**config.mk**
```make
export PLATFORM = sky130hd
export DESIGN_NAME = seq_divider
export DESIGN_NICKNAME = d
export VERILOG_FILES = /design/src/rtl/seq_divider.sv
export SDC_FILE = /design/constraint.sdc
export NUM_CORES = 1
export LEC_CHECK = 0
export BUFFER_PORTS_ARGS = -buffer_cell sky130_fd_sc_hd__buf_4
export CAP_MARGIN = 30
export CORE_MARGIN = 2
export CORE_UTILIZATION = 51
export CTS_CLUSTER_DIAMETER = 150
export CTS_CLUSTER_SIZE = 20
export DETAILED_ROUTE_END_ITERATION = 8
export GPL_ROUTABILITY_DRIVEN = 0
export PLACE_DENSITY = 0.75
export SYNTH_ARGS = -nofsm -noshare
export SYNTH_HDL_FRONTEND = slang
export SYNTH_SLANG_ARGS = --single-unit
```
**constraint.sdc**
```tcl
create_clock -name Clk -period 2.1 [get_ports Clk]
set_input_delay 0.21 -clock Clk [delete_from_list [all_inputs] [get_ports Clk]]
set_output_delay 0.21 -clock Clk [all_outputs]
set_load 0.03 [all_outputs]
```
**src/rtl/seq_divider.sv**
```systemverilog
// rtl/seq_divider.sv - sequential unsigned restoring divider, one quotient bit per clock
// Optional early divide-by-zero exit: DIV_ZERO_DETECT_EN.
module seq_divider #(
  parameter int WIDTH = 8
) (
  input  logic             Clk,
  input  logic             Rst,
  input  logic             Start,
  input  logic [WIDTH-1:0] Dividend,
  input  logic [WIDTH-1:0] Divisor,
  output logic             Busy,
  output logic             Done,
  output logic [WIDTH-1:0] Quotient,
  output logic [WIDTH-1:0] Remainder,
  output logic             DivByZero
);

  localparam int CW = $clog2(WIDTH);

  typedef enum logic [1:0] {IDLE, RUN, DONE} state_t;

  state_t           state;
  logic [WIDTH-1:0] dvd;
  logic [WIDTH-1:0] dvs;
  logic [WIDTH-1:0] quo;
  logic [WIDTH:0]   prem;
  logic [CW-1:0]    cnt;

  logic [WIDTH:0]   p_shift;
  logic [WIDTH:0]   p_next;
  logic             q_bit;
  logic [WIDTH-1:0] q_next;

  // One WIDTH+1 bit compare/subtract step; the extra bit makes overflow impossible.
  always_comb begin
    p_shift = {prem[WIDTH-1:0], dvd[WIDTH-1]};
    q_bit   = (p_shift >= {1'b0, dvs});
    p_next  = q_bit ? (p_shift - {1'b0, dvs}) : p_shift;
    q_next  = {quo[WIDTH-2:0], q_bit};
  end

  always_ff @(posedge Clk) begin
    if (Rst) begin
      state     <= IDLE;
      Busy      <= 1'b0;
      Done      <= 1'b0;
      Quotient  <= '0;
      Remainder <= '0;
      dvd       <= '0;
      dvs       <= '0;
      quo       <= '0;
      prem      <= '0;
      cnt       <= '0;
`ifdef DIV_ZERO_DETECT_EN
      DivByZero <= 1'b0;
`endif
    end else begin
      case (state)
        IDLE, DONE: begin
          Done <= 1'b0;
          if (Start) begin
            dvd  <= Dividend;
            dvs  <= Divisor;
            prem <= '0;
            quo  <= '0;
            cnt  <= CW'(WIDTH - 1);
`ifdef DIV_ZERO_DETECT_EN
            DivByZero <= 1'b0;
            if (Divisor == '0) begin
              state     <= DONE;
              Done      <= 1'b1;
              Quotient  <= '1;
              Remainder <= Dividend;
              DivByZero <= 1'b1;
            end else begin
              state <= RUN;
              Busy  <= 1'b1;
            end
`else
            state <= RUN;
            Busy  <= 1'b1;
`endif
          end else begin
            state <= IDLE;
          end
        end
        RUN: begin
          dvd  <= {dvd[WIDTH-2:0], 1'b0};
          prem <= p_next;
          quo  <= q_next;
          if (cnt == '0) begin
            state     <= DONE;
            Busy      <= 1'b0;
            Done      <= 1'b1;
            Quotient  <= q_next;
            Remainder <= p_next[WIDTH-1:0];
          end else begin
            cnt <= cnt - CW'(1);
          end
        end
        default: state <= IDLE;
      endcase
    end
  end

`ifndef DIV_ZERO_DETECT_EN
  assign DivByZero = 1'b0;
`endif

endmodule
```
---- Word level (Yosys, flattened, before mapping) ----
Index checks and enable logic that the tools add are counted.
operators by class
  add/subtract/negate cells ............... 2
  order comparisons ....................... 1
  equal/unequal tests ..................... 5
  mux-type cells .......................... 18
  reduce and logical (&&, ||, !) cells .... 10
operator list
  kind                 number
  $pmux 8 s2           2
  $mux 8               3
  $pmux 7 s2           1
  $ge 9x8->1           1
  $reduce_and 2->1     4
  $sub 8x8->8          1
  $mux 7               1
  $mux 3               2
  $ne 2x2->1 const B   3
  $pmux 3 s2           1
  $reduce_and 3->1     2
  $mux 1               4
  $pmux 1 s2           2
  $pmux 2 s2           1
  $logic_not 3->1      1
  $sub 3x1->3 const B  1
  $eq 2x1->1 const B   1
  $eq 2x2->1 const B   1
  $logic_not 2->1      1
  $mux 2               1
  $reduce_bool 2->1    1
  $reduce_or 2->1      1
word-level totals
  flip-flop bits (word level) ............. 54
  word-level logic and storage cells ...... 46

---- Longest topological paths before layout ----
  depth in word-level cells ............... 4
  mapped depth ............................ 9
  depth with buffers taken out ............ 9

---- Worst setup path after synthesis ----
Ideal clock, no wire load.
  path kind ............................... flip-flop to flip-flop
  start point ............................. reg dvd[7]
  end point ............................... reg Remainder[6]
  setup time .............................. 0.088 ns
  arrival time ............................ 1.978 ns
  data required time ...................... 2.012 ns
  slack ................................... 0.034 ns
  stages on the path, launching flop included .. 10
  buffers on the path ..................... 0
  clock period less this slack ............ 2.066 ns
  cells stage by stage .................... dfxtp_1 > inv_1 > ha_1 > inv_1 > fa_1 > a211o_1 > a2111oi_0 > nand4b_1 > o21ai_2 > a311oi_2
on the way
  cells in the longest elaborated chain, start to end .. 2
  elaborated cells on any way between the ends .. 3
  classes of those cells .................. add/sub: 1; order compare: 1; mux: 1
RTL lines
  what                                              RTL line  text
  start, declared                                   23        logic [WIDTH-1:0] dvd;
  start signal, assigned                            62        dvd <= Dividend;
  start signal, assigned                            88        dvd <= {dvd[WIDTH-2:0], 1'b0};
  $sub 8x8->8 / $ge 9x8->1 (equally long branches)  38, 37
  $mux 8 (*)                                        38        p_next = q_bit ? (p_shift - {1'b0, dvs}) : p_shift;
  end signal, assigned                              96        Remainder <= p_next[WIDTH-1:0];
  end, declared                                     14        output logic [WIDTH-1:0] Remainder,
Every way passes the cells marked *; elsewhere a longest branch is shown, timed or not.
A chain may end at the register's enable or synchronous reset.

---- Worst setup path in the final report ----
Ends and elaborated chain as after synthesis.

==> run summary <==
Synthesized instance count -> 318
Clock buffers created by TritonCTS -> 5
Max Root-Sink Buffers -> 2
Detailed Routing Iterations Pass 1 -> 5
Yosys Warn Count -> 0
Summed negative setup slack over all endpoints -> -0.0169 ns
Master cell of the clock root buffer -> clkbuf_8
Switching power as a share of total power -> 37.4%
CP dominant cell by count -> inv_2
Register bit total from synthesis -> 54
Max transition margin -> 57.7%
Family with the most delay on the worst path -> compound AO/OA/AOI/OAI gates
CTS tree -> yes
Endpoint arrival time on the critical path -> 2.36 ns
First-pass GRT wire length -> 10000 um
Most instantiated flip-flop cell in the synthesis netlist -> dfxtp_1
Vias/cell -> 5.48
Worst hold path type -> primary input to flip-flop
Share of flip-flops with an asynchronous set or reset -> 0%
Final routed wire length divided by cell count -> 13.7 um
Number of antenna violations at the first check in global routing -> 0
Area enclosed by the die boundary -> 5890 um^2
Routed vias -> 2374
Critical path class -> flip-flop to flip-flop
Top cells by area in the synthesized netlist -> dfxtp_1 40%, nand2_1 8.1%, ha_1 4.6%
Worst vdd ir -> 0.432 mV
DPL Wire Length -> 4350 um
Worst path buffer plus inverter count -> 2
Top cell type's share of synthesized area -> 40.0%
Pins Over Slew Limit -> 0
Fin cells -> 433
Starting Density -> 52.9%
Core utilization of the finished layout -> 62.9%
Delay of the slowest critical-path stage -> 0.36 ns
Fraction of the cycle the final worst path needs -> 101%
Hold buffer count at cts -> 0
Most frequent cells after synthesis -> 58 x nand2_1, 54 x dfxtp_1, 32 x nor2_1
Number of global-route vias before repair -> 2199
Cell Area, Synth -> 2700 um^2
Layout Skew -> 0.00771 ns
Category of the worst setup path launch point -> flip-flop
Total inserted antenna cells -> 0
Status -> complete, but fails checks
Worst Setup Slack post-DPL -> -0.106 ns
Count of clock tree sinks -> 54
Top-count cell post-synth -> nand2_1
Number of enable flip-flop cells after synthesis -> 0
Core region area -> 5110 um^2
Static Leak -> 1.26 nW
Max-cap violations -> 0
Proportion of layout cells with a drive suffix above 1 -> 25.9%
Final period demand of the worst path -> 2.12 ns
Number of buffers added on ports -> 36
Clock latency on the worst-skew pair -> 0.32 ns
Area growth from synthesis to layout -> 18.9%
Share of total power in combinational logic -> 39.5%
Critical path peak fanout -> 2
1st-iter DRT viols -> 133
Pwr Density -> 919 nW/um^2
Crit path required time -> 2.34 ns
Unrepaired setup endpoints after global routing -> yes
Number of nets produced by synthesis -> 348
DR DRC count -> 0
Max Clk Rate -> 472 MHz
Vertical die dimension -> 76.8 um
Post-Route WL -> 5920 um
Ports placed on the boundary -> 38
Smallest setup slack after layout -> -0.0169 ns
Setup violation total in the final timing report -> 1
Remaining antenna violation count -> 0
Tot GR Track Use -> 20.9%
Post-Place Cells -> 422
Worst-Margin Slew -> 0.635 ns
Internal power contribution -> 1.85 mW
Clock edge transition at the registers on the reported setup and hold paths -> 0.10 ns
Cell area after layout -> 3210 um^2
Share of total power in sequential cells -> 39.4%
Avg Inst Size Synth -> 8.49 um^2
Cell Chain, Critical Path -> inv_2, ha_4, inv_2, fa_2, a211o_1, a2111oi_2, nand4b_1, o21ai_2, a311oi_2
Library cells used by synthesis -> 52
Pin count of the biggest net entering global routing -> 30
Die width -> 76.8 um
Gr ovfl total -> 0
Final-report hold violation count -> 0
Area after detailed placement -> 3050 um^2
Leading area contributor after synthesis -> dfxtp_1
Net count reported at finish -> 392
Number of standard-cell rows in the floorplan -> 26
Seq/Total Area, Yosys -> 40.0%
Violations in the final reports -> setup timing
Clock power frac -> 21.1%
Cell with the largest stage delay on the worst path -> a2111oi_2
Number of H-tree branching levels -> 2
Net switching power of the design -> 1.10 mW
Kind of end point of the critical path -> flip-flop
-- worst reg2reg max path: cells and delay by family (launching register included) --
| kind | cells | cell delay [ns] |
|---|---|---|
| AO/OA/AOI/OAI | 4 | 0.96 |
| adder cells (fa/ha/maj) | 2 | 0.46 |
| flip-flops | 1 | 0.34 |
| AND/OR/NAND/NOR | 1 | 0.17 |
| buffers and inverters | 2 | 0.11 |
-- sequential cells by signal, indices dropped and copies added (netlist names) --
signal     flops
dvs            8
quo            7
Quotient       8
dvd            8
state          2
prem           8
cnt            3
Busy           1
Remainder      8
Done           1
-- layout make-up --
type,count,area [um^2]
clock buffer,5,68.8
clock inverter,3,28.8
fill,461,1900
inverter,13,48.8
multi-input combinational,229,1450
sequential,54,1080
tap,70,87.6
timing repair buffer,59,443
-- cells by family after synthesis --
logic type / Yosys count / share of synthesized area, %
xor+xnor: 3 / 0.973
simple gates: 134 / 23.4
compound gates: 80 / 22.4
fa+ha+maj: 11 / 5.38
buf+inv: 35 / 7.65
other cells: 1 / 0.139
flops: 54 / 40.0
-- power by group through the flow --
stage / registers (mW) / clock network [mW] / logic [mW]
final: 1.16 / 0.624 / 1.17
after global routing: 1.17 / 0.680 / 1.28
after CTS: 1.16 / 0.644 / 1.12
after detailed placement: 1.18 / 0 / 1.10
after global placement: 1.18 / 0 / 1.08
after floorplan: 1.20 / 0 / 0.827
-- routing by layer --
layer	GRT usage [%]	vias to the layer above	share of wire (%)
li1	-	1211	-
met1	27.7	1107	47
met2	34.0	47	47
met3	3.88	9	4.4
met4	7.27	0	1.6
met5	0	-	0
-- per-stage QoR --
stage	hold slack (ns)	power (mW)
6_report	0.127	2.95
5_1_grt	0.136	3.13
4_1_cts	0.118	2.93
3_5_place_dp	0.447	2.28
3_3_place_gp	0.443	2.26
2_1_floorplan	0.346	2.03
-- what timing repair did --
| action | in CTS | in global routing |
|---|---|---|
| pin swaps | 5 | 6 |
| resized for setup | 6 | 6 |
| endpoints found under the setup margin | 2 | 7 |
| buffers inserted | 1 | 2 |
-- placed cells by master, fill, tap and decap left out, types with 7 or more instances in the layout --
| cell | n |
|---|---|
| a21oi_1 | 22 |
| nor3_1 | 8 |
| a311oi_1 | 12 |
| nand2_1 | 58 |
| dfxtp_1 | 52 |
| nand3_1 | 10 |
| inv_1 | 11 |
| a22oi_1 | 7 |
| nor2_1 | 32 |
| buf_4 | 59 |
| ha_1 | 9 |
-- worst paths after layout --
check             start            to  slack, ns  cells past startpoint
max              dvd[7]  Remainder[6]      -0.02                      9
min          Divisor[7]        dvs[7]       0.13                      3
max reg2reg      dvd[7]  Remainder[6]      -0.02                      9
min reg2reg      dvs[5]        dvs[5]       0.46                      2
Power figures use the tool's default switching activity.
